File: config.mk
export PLATFORM = sky130hd
export DESIGN_NAME = floor_request_queue
export DESIGN_NICKNAME = d
export VERILOG_FILES = /design/src/rtl/elevator_pkg.sv /design/src/rtl/floor_scan_select.sv /design/src/rtl/floor_request_queue.sv
export SDC_FILE = /design/constraint.sdc
export NUM_CORES = 1
export LEC_CHECK = 0
export CAP_MARGIN = 20
export CORE_AREA = 5 5 77 79
export DETAILED_ROUTE_END_ITERATION = 10
export DIE_AREA = 0 0 82 84
export PLACE_DENSITY_LB_ADDON = 0.15
export SLEW_MARGIN = 20
export SYNTH_ARGS = -nofsm -noshare
export SYNTH_HDL_FRONTEND = slang
export SYNTH_SLANG_ARGS = --single-unit
export TNS_END_PERCENT = 20
File: constraint.sdc
create_clock -name clk -period 4.25 [get_ports clk]
set_input_delay 0.6375 -clock clk [delete_from_list [all_inputs] [get_ports clk]]
set_output_delay 0.6375 -clock clk [all_outputs]
set_load 0.1 [all_outputs]
File: src/rtl/elevator_pkg.sv
// Shared elevator constants and helpers: default floor count, direction codes,
// reset floor, and a one-hot validity check used on keypad and driver inputs.
// Pure package, no timing; no flow control.
package elevator_pkg;

  localparam int NUM_FLOORS_DEF = 4;
  localparam int MAX_FLOORS     = 16;

  localparam logic DIR_UP   = 1'b1;
  localparam logic DIR_DOWN = 1'b0;

  // Floor 0 (LSB); slice down to the instance's floor width.
  localparam logic [MAX_FLOORS-1:0] FLOOR_RESET = 16'h0001;

  // Callers zero-extend narrower floor vectors to MAX_FLOORS bits.
  function automatic logic is_onehot(input logic [MAX_FLOORS-1:0] v);
    return ($countones(v) == 1);
  endfunction

endpackage

File: src/rtl/floor_scan_select.sv
// SCAN destination picker: nearest queued floor strictly ahead in dir, else nearest behind.
// Combinational, zero latency; no flow control.
// Ports: slot/slot_vld = queue contents, cur_floor/dir = car state, des = chosen floor (all-ones if empty).
module floor_scan_select #(
  parameter int NUM_FLOORS = 4,
  parameter int DEPTH      = 4
) (
  input  logic [DEPTH-1:0][NUM_FLOORS-1:0] slot,
  input  logic [DEPTH-1:0]                 slot_vld,
  input  logic [NUM_FLOORS-1:0]            cur_floor,
  input  logic                             dir,
  output logic [NUM_FLOORS-1:0]            des
);

  logic [NUM_FLOORS-1:0] qmask, below, above, up_cand, dn_cand, up_near, dn_near, ahead, behind;

  always_comb begin
    qmask = '0;
    for (int i = 0; i < DEPTH; i++) begin
      if (slot_vld[i]) qmask = qmask | slot[i];
    end

    // cur_floor is one-hot, so cur-1 marks every floor beneath it.
    below   = cur_floor - {{(NUM_FLOORS-1){1'b0}}, 1'b1};
    above   = ~(below | cur_floor);
    up_cand = qmask & above;
    dn_cand = qmask & below;

    // Nearest above is the lowest set bit; nearest below is the highest.
    up_near = '0;
    for (int i = NUM_FLOORS-1; i >= 0; i--) begin
      if (up_cand[i]) begin
        up_near    = '0;
        up_near[i] = 1'b1;
      end
    end
    dn_near = '0;
    for (int i = 0; i < NUM_FLOORS; i++) begin
      if (dn_cand[i]) begin
        dn_near    = '0;
        dn_near[i] = 1'b1;
      end
    end

    ahead  = dir ? up_near : dn_near;
    behind = dir ? dn_near : up_near;

    // Only the current floor queued (awaiting removal): point at it so go stays low.
    if (ahead != '0)       des = ahead;
    else if (behind != '0) des = behind;
    else if (qmask != '0)  des = cur_floor;
    else                   des = '1;
  end

endmodule

File: src/rtl/floor_request_queue.sv
// Elevator floor request queue with FIFO or SCAN destination selection and car position tracking.
// Latency: accepted request visible one cycle after the edge; serviced floor removed on the edge it matches cur_floor.
// Backpressure: none; a valid new request with no free slot is dropped and flagged by a registered one-cycle drop pulse.
// Ports: enable/key_code = keypad request, clear = flush, step_tick/new_floor = car movement,
//        cur_floor/dir = registered car state, des/go = driver command, count/full/drop = queue status.
module floor_request_queue
  import elevator_pkg::*;
#(
  parameter int NUM_FLOORS = NUM_FLOORS_DEF,
  parameter int DEPTH      = 4,
  parameter int SCAN_MODE  = 0
) (
  input  logic                          clk,
  input  logic                          reset,
  input  logic                          enable,
  input  logic [NUM_FLOORS-1:0]         key_code,
  input  logic                          clear,
  input  logic                          step_tick,
  input  logic [NUM_FLOORS-1:0]         new_floor,
  output logic [NUM_FLOORS-1:0]         cur_floor,
  output logic [NUM_FLOORS-1:0]         des,
  output logic                          go,
  output logic                          dir,
  output logic [$clog2(DEPTH+1)-1:0]    count,
  output logic                          full,
  output logic                          drop
);

  localparam int CW = $clog2(DEPTH+1);
  localparam int IW = $clog2(DEPTH);

  logic [DEPTH-1:0][NUM_FLOORS-1:0] slot_q, slot_d;
  logic [DEPTH-1:0]                 vld_q, vld_d;
  logic                             drop_d, req_ok, dup;
  logic [CW-1:0]                    kept;

  always_comb begin
    count = '0;
    for (int i = 0; i < DEPTH; i++) count = count + CW'(vld_q[i]);
  end
  assign full = (count == CW'(DEPTH));

  // Next queue: drop slots at cur_floor, compact survivors toward slot 0 in
  // order, then append the new request at the resulting tail.
  always_comb begin
    slot_d = '0;
    vld_d  = '0;
    kept   = '0;
    drop_d = 1'b0;
    req_ok = enable && is_onehot(MAX_FLOORS'(key_code));
    dup    = (key_code == cur_floor);
    for (int i = 0; i < DEPTH; i++) begin
      if (vld_q[i] && (slot_q[i] == key_code)) dup = 1'b1;
    end

    for (int i = 0; i < DEPTH; i++) begin
      if (vld_q[i] && (slot_q[i] != cur_floor)) begin
        slot_d[kept[IW-1:0]] = slot_q[i];
        vld_d[kept[IW-1:0]]  = 1'b1;
        kept = kept + CW'(1);
      end
    end

    if (clear) begin
      vld_d = '0;
    end else if (req_ok && !dup) begin
      if (kept < CW'(DEPTH)) begin
        slot_d[kept[IW-1:0]] = key_code;
        vld_d[kept[IW-1:0]]  = 1'b1;
      end else begin
        drop_d = 1'b1;
      end
    end
  end

  always_ff @(posedge clk or posedge reset) begin
    if (reset) begin
      slot_q    <= '0;
      vld_q     <= '0;
      drop      <= 1'b0;
      cur_floor <= FLOOR_RESET[NUM_FLOORS-1:0];
      dir       <= DIR_UP;
    end else begin
      slot_q <= slot_d;
      vld_q  <= vld_d;
      drop   <= drop_d;
      if (step_tick && is_onehot(MAX_FLOORS'(new_floor))) cur_floor <= new_floor;
      // One-hot vectors order the same way as floor numbers.
      if (count != '0) begin
        if (des > cur_floor)      dir <= DIR_UP;
        else if (des < cur_floor) dir <= DIR_DOWN;
      end
    end
  end

  generate
    if (SCAN_MODE == 1) begin : g_scan
      floor_scan_select #(.NUM_FLOORS(NUM_FLOORS), .DEPTH(DEPTH)) u_scan (
        .slot      (slot_q),
        .slot_vld  (vld_q),
        .cur_floor (cur_floor),
        .dir       (dir),
        .des       (des)
      );
    end else begin : g_fifo
      // Valid slots are contiguous from 0, so slot 0 valid means non-empty.
      assign des = vld_q[0] ? slot_q[0] : '1;
    end
  endgenerate

  assign go = (count != '0) && (des != cur_floor);

endmodule

---- Word-level counts from Yosys, hierarchy flattened ----
Cells that the tools add are included.
storage, ports and cells
  output and inout bits ................... 15
  bits in registers ....................... 26
  word-level logic and storage cells ...... 116
  input bits .............................. 13
cells by class
  multiplexer cells ....................... 48
  reduce and logical (&&, ||, !) cells .... 20
  add/sub/neg operators ................... 12
  order comparisons ....................... 11
  equality and inequality tests ........... 13
  bitwise operators ....................... 4
operator list
  kind                                                                count
  2-to-1 mux 16 bit                                                   6
  bitwise mux 16 bit                                                  4
  2-to-1 mux 4 bit                                                    12
  demux 4 bit (select 2 bit)                                          4
  equality test 4 bit                                                 5
  inequality test 4 bit                                               5
  logical AND 1 bit                                                   16
  2-to-1 mux 1 bit                                                    15
  less-than comparator 2 x 3 -> 1 bit (second input constant)         4
  bitwise OR 4 bit                                                    3
  adder 1 x 1 -> 2 bit                                                5
  adder 3 x 1 -> 3 bit (second input constant)                        3
  2-to-1 mux 3 bit                                                    3
  demux 1 bit (select 2 bit)                                          4
  greater-or-equal comparator 2 x 1 -> 1 bit (second input constant)  4
  adder 2 x 2 -> 3 bit                                                2
  equality test 3 x 1 -> 1 bit (second input constant)                2
  greater-than comparator 4 bit                                       1
  less-than comparator 4 bit                                          1
  bitwise OR 1 x 4 -> 4 bit                                           1
  adder 2 x 1 -> 3 bit                                                1
  adder 3 x 1 -> 3 bit                                                1
  equality test 3 bit (second input constant)                         1
  less-than comparator 3 bit (second input constant)                  1
  other kinds (4)                                                     4

---- Longest topological paths before layout ----
  word-level depth ........................ 17
  depth in mapped cells ................... 15
  gate-level depth less buffers ........... 13

---- Least setup slack after synthesis ----
No wires, ideal clock.
  kind .................................... reg-to-output
  start point ............................. reg vld_q[0]
  end point ............................... out full
  required time ........................... 3.612 ns
  buffers on the path ..................... 0
  data arrival time ....................... 4.240 ns
  path slack .............................. -0.627 ns
  cell stages (with the launch flop) ...... 7
  cell sequence ........................... dfrtp_1 -> inv_1 -> fa_1 -> inv_1 -> ha_1 -> ha_1 -> nor3b_1
on the way
  longest elaborated chain between the ends .. 4
RTL lines
  item                    line                       text
  from (decl)             floor_request_queue.sv:33  logic [DEPTH-1:0] vld_q, vld_d;
  from (signal assigned)  floor_request_queue.sv:85  vld_q <= vld_d;
  adder 1 x 1 -> 2 bit    floor_request_queue.sv:39  for (int i = 0; i < DEPTH; i++) count = count + CW'(vld_q[i]);
  adder 2 x 1 -> 3 bit    floor_request_queue.sv:39
  adder 3 x 1 -> 3 bit    floor_request_queue.sv:39
  net count[2]            floor_request_queue.sv:24  output logic [$clog2(DEPTH+1)-1:0] count,
  equality test 3 bit     floor_request_queue.sv:41  assign full = (count == CW'(DEPTH));
  to (decl)               floor_request_queue.sv:25  output logic full,
The timed path passes the listed nets, and every way through them passes these cells.

==> summary.txt <==
Synthesis
  • Synth async-reset ratio: between 90% and 100%
  • Yosys reg bits: 26
  • Synth warnings: 0
  • Cell taking the most area after synthesis: dfrtp_1
  • Syn Area/Cell: ~9 um2
  • Mapped cell area: between 0.002 and 0.0025 mm2
  • Register area share after synthesis: about a quarter
  • Synth unique cells: between 40 and 50
  • Commonest cells in the netlist: inv_1 (28), dfrtp_1 (24), nand2_1 (21)
  • Main synth FF type: dfrtp_1
  • Synthesized Nets: 310
  • Synth area leaders: dfrtp_1 (24%), ha_1 (9.1%), xnor2_1 (7.1%)
  • Mapped Cells: ~280
  • Yosys top cell area share: between 20% and 30%
  • Number of flops mapped to enable cells by yosys: 0
  • Most common cell in the netlist: inv_1

GRT
  • Initial antenna violation count: 0
  • Total grt overflow: 0
  • Total track usage: about a fifth
  • First-pass GRT wire length: between 9000 and 10,000 um
  • Vias in the first global route: ~1,900
  • Largest net degree at the start of global routing: 27

STA
  • Relative slew slack: around a third
  • Fin crit share: approximately 92%
  • Final setup viols: 0
  • Fin. max-slew vios: 0
  • Fmax: 256 MHz
  • Tmin final: just under 4 ns
  • Final hold viol count: 0
  • Final hold slack: just over 0.5 ns
  • Final setup margin: roughly 0.34 ns
  • Worst-margin pin slew: roughly 0.97 ns
  • RSZ-0062 raised after global routing: false
  • Max Clock Skew: roughly 0.0021 ns

Worst hold path
  • Hold endpoint: dir$_DFFE_PP1P_
  • Hold Path Cell Cnt: 2
  • Worst hold path type: reg2reg
  • Hold Crit Start: dir$_DFFE_PP1P_

Worst setup path
  • CP Launch Type: input port
  • R2R depth: 13
  • Crit path arrival time: around 4 ns
  • CP max stage cell: or4_1
  • Critical-path cell list: clkdlybuf4s50_1 -> inv_1 -> fa_1 -> inv_1 -> ha_1 -> ha_1 -> nor4b_1 -> nand3_1 -> or4_1 -> nor4_4 -> mux2_2
  • Crit-path max FO: 5
  • R2r endpoint: vld_q[2]$_DFF_PP0_
  • Crit path kind: in2reg
  • Worst R2R Setup Slack: between 0.4 and 0.5 ns
  • Kind of end point of the critical path: register
  • CP top delay family: simple AND/OR/NAND/NOR gates
  • Worst endpoint required time: around 4.4 ns
  • WP buf/inv: 3
  • Slowest stage delay, CP: 0.63 ns
  • Reg-to-Reg Start: cur_floor[0]$_DFFE_PP1P_

Power
  • Leak pwr: approximately 0.0013 uW
  • VDD IR max: about 0.25 mV
  • P per Cell Area: ~400 mW/mm2
  • PnR Total Power: 1140 uW

Route
  • DR DRC count: 0
  • First-pass DRT Iterations: 4
  • Final wirelength: 6000 um
  • WL per Instance: 16.3 um
  • DRT antenna net count: 0
  • DR vias: 1,972
  • Drt via density: between 5 and 6
  • Initial drt markers: 105

Final layout
  • N_diodes: 0
  • Area added between synthesis and finish: 15.8%
  • Layout filler cell count: approximately 500
  • Nets: approximately 330
  • Layout cells sized above 1: roughly 16%

Clocking
  • Post-CTS Hold Buffers: 0
  • Clock Path Buffers: 2
  • CTS clk-pin slew, worst paths: about 0.090 ns
  • Clock sink count: 26
  • TritonCTS Buffers: 3
  • Number of setup buffers added after CTS: 0
  • Clock Root Buffer: clkbuf_8
  • Post_cts resized: 0
  • CTS tree: done
  • H-tree levels: 1
  • Skew-Pair Late Insertion Delay: approximately 0.27 ns

Die
  • Num ports: 28
  • Cell row count: 27
  • Die Ht: approximately 84 um
  • Chip Width: between 80 and 90 um
  • Die area: just under 0.007 mm2
  • Initial Util: between 40% and 50%
  • Core box area: approximately 0.0053 mm2

Place
  • DP HPWL: around 4700 um
  • DP Worst Slack: 0.0511 ns
  • GPL Wtd Cong: 0.867
  • Port bufs: 27

Run
  • Max Cap Viol: 0

Outcome
  • Status: completed
-- layer usage --
layer / part of all wire [%] / track usage (%)
met5: 0 / 0
met4: 1.5 / 5.89
met3: 3.6 / 2.38
met2: 44 / 27.1
met1: 51 / 28.2
-- cell usage in the layout, fill, tap and decap left out, drive strengths merged, types with 3 or more instances in the layout --
cell           synthesis  final
a21oi                  6      6
a221oi                 4      4
a22oi                  3      3
a31oi                  6      6
and2                   4      4
buf                   12     15
clkbuf                 8      3
clkdlybuf4s50          0     22
dfrtp                 24     24
fa                     4      4
ha                    18     18
inv                   28     28
mux2                  15     15
mux2i                  5      5
nand2                 21     21
nand2b                 4      4
nand3                 15     15
nor2                  17     17
nor3                   8      8
nor4                   4      4
o21ai                  9      9
o31ai                  4      4
or2                    3      3
xnor2                 20     20
xor2                  16     16
-- worst min-delay path, stage by stage, from the launching register on --
cell	delay, ns
dfstp_2	0.38
nor2_1	0.09
a21oi_1	0.04
-- how the worst max path moves through the flow --
stage | start | endpoint | slack (ns) | cells past startpoint
final | key_code[0] | slot_q[3]$_DFF_PP0_ | 0.34 | 11
after global routing | cur_floor[0]$_DFFE_PP1P_ | slot_q[1]$_DFF_PP0_ | 0.11 | 12
after CTS | key_code[0] | slot_q[3]$_DFF_PP0_ | 0.32 | 11
after detailed placement | key_code[0] | slot_q[4]$_DFF_PP0_ | 0.05 | 11
after global placement | key_code[0] | slot_q[4]$_DFF_PP0_ | 0.08 | 11
after floorplan | vld_q[0]$_DFF_PP0_ | go | -0.28 | 7
-- power by group --
group / switching (uW) / internal, uW
combinational: 407 / 182
sequential: 60.8 / 280
clock: 81.5 / 126
-- per-stage QoR --
stage	TNS, ns	util (%)	std cells	area (um2)
after floorplan	-0.280	-	275	2480
after global placement	0	53.0	364	2800
after detailed placement	0	53.0	364	2800
after CTS	0	54.4	368	2870
after global routing	0	54.4	368	2870
final	0	54.4	368	2870
-- sequential cells by signal, summed over array words and instances, names as in the netlist --
| name | count |
|---|---|
| drop | 1 |
| cur_floor | 4 |
| vld_q | 4 |
| slot_q | 16 |
| dir | 1 |
-- area by class of cell --
type | instances | area, um2 | share of cell area [%]
flip-flops and latches | 26 | 653 | 22.8
inverters | 28 | 105 | 3.67
multi-input cells | 201 | 1610 | 56.3
repair buffers | 37 | 333 | 11.6
well taps | 72 | 90.1 | 3.14
clock inverters | 1 | 30.0 | 1.05
clock buffers | 3 | 41.3 | 1.44
-- kinds of logic after synthesis --
| kind of cell | Yosys count | share of synthesized area (%) |
|---|---|---|
| simple gates | 82 | 18.5 |
| compound gates | 41 | 12.4 |
| buf+inv | 48 | 8.64 |
| mux | 20 | 8.99 |
| flops | 26 | 26.4 |
| fa+ha+maj | 22 | 12.3 |
| xor+xnor | 36 | 12.7 |
Power figures use the tool's default switching activity.
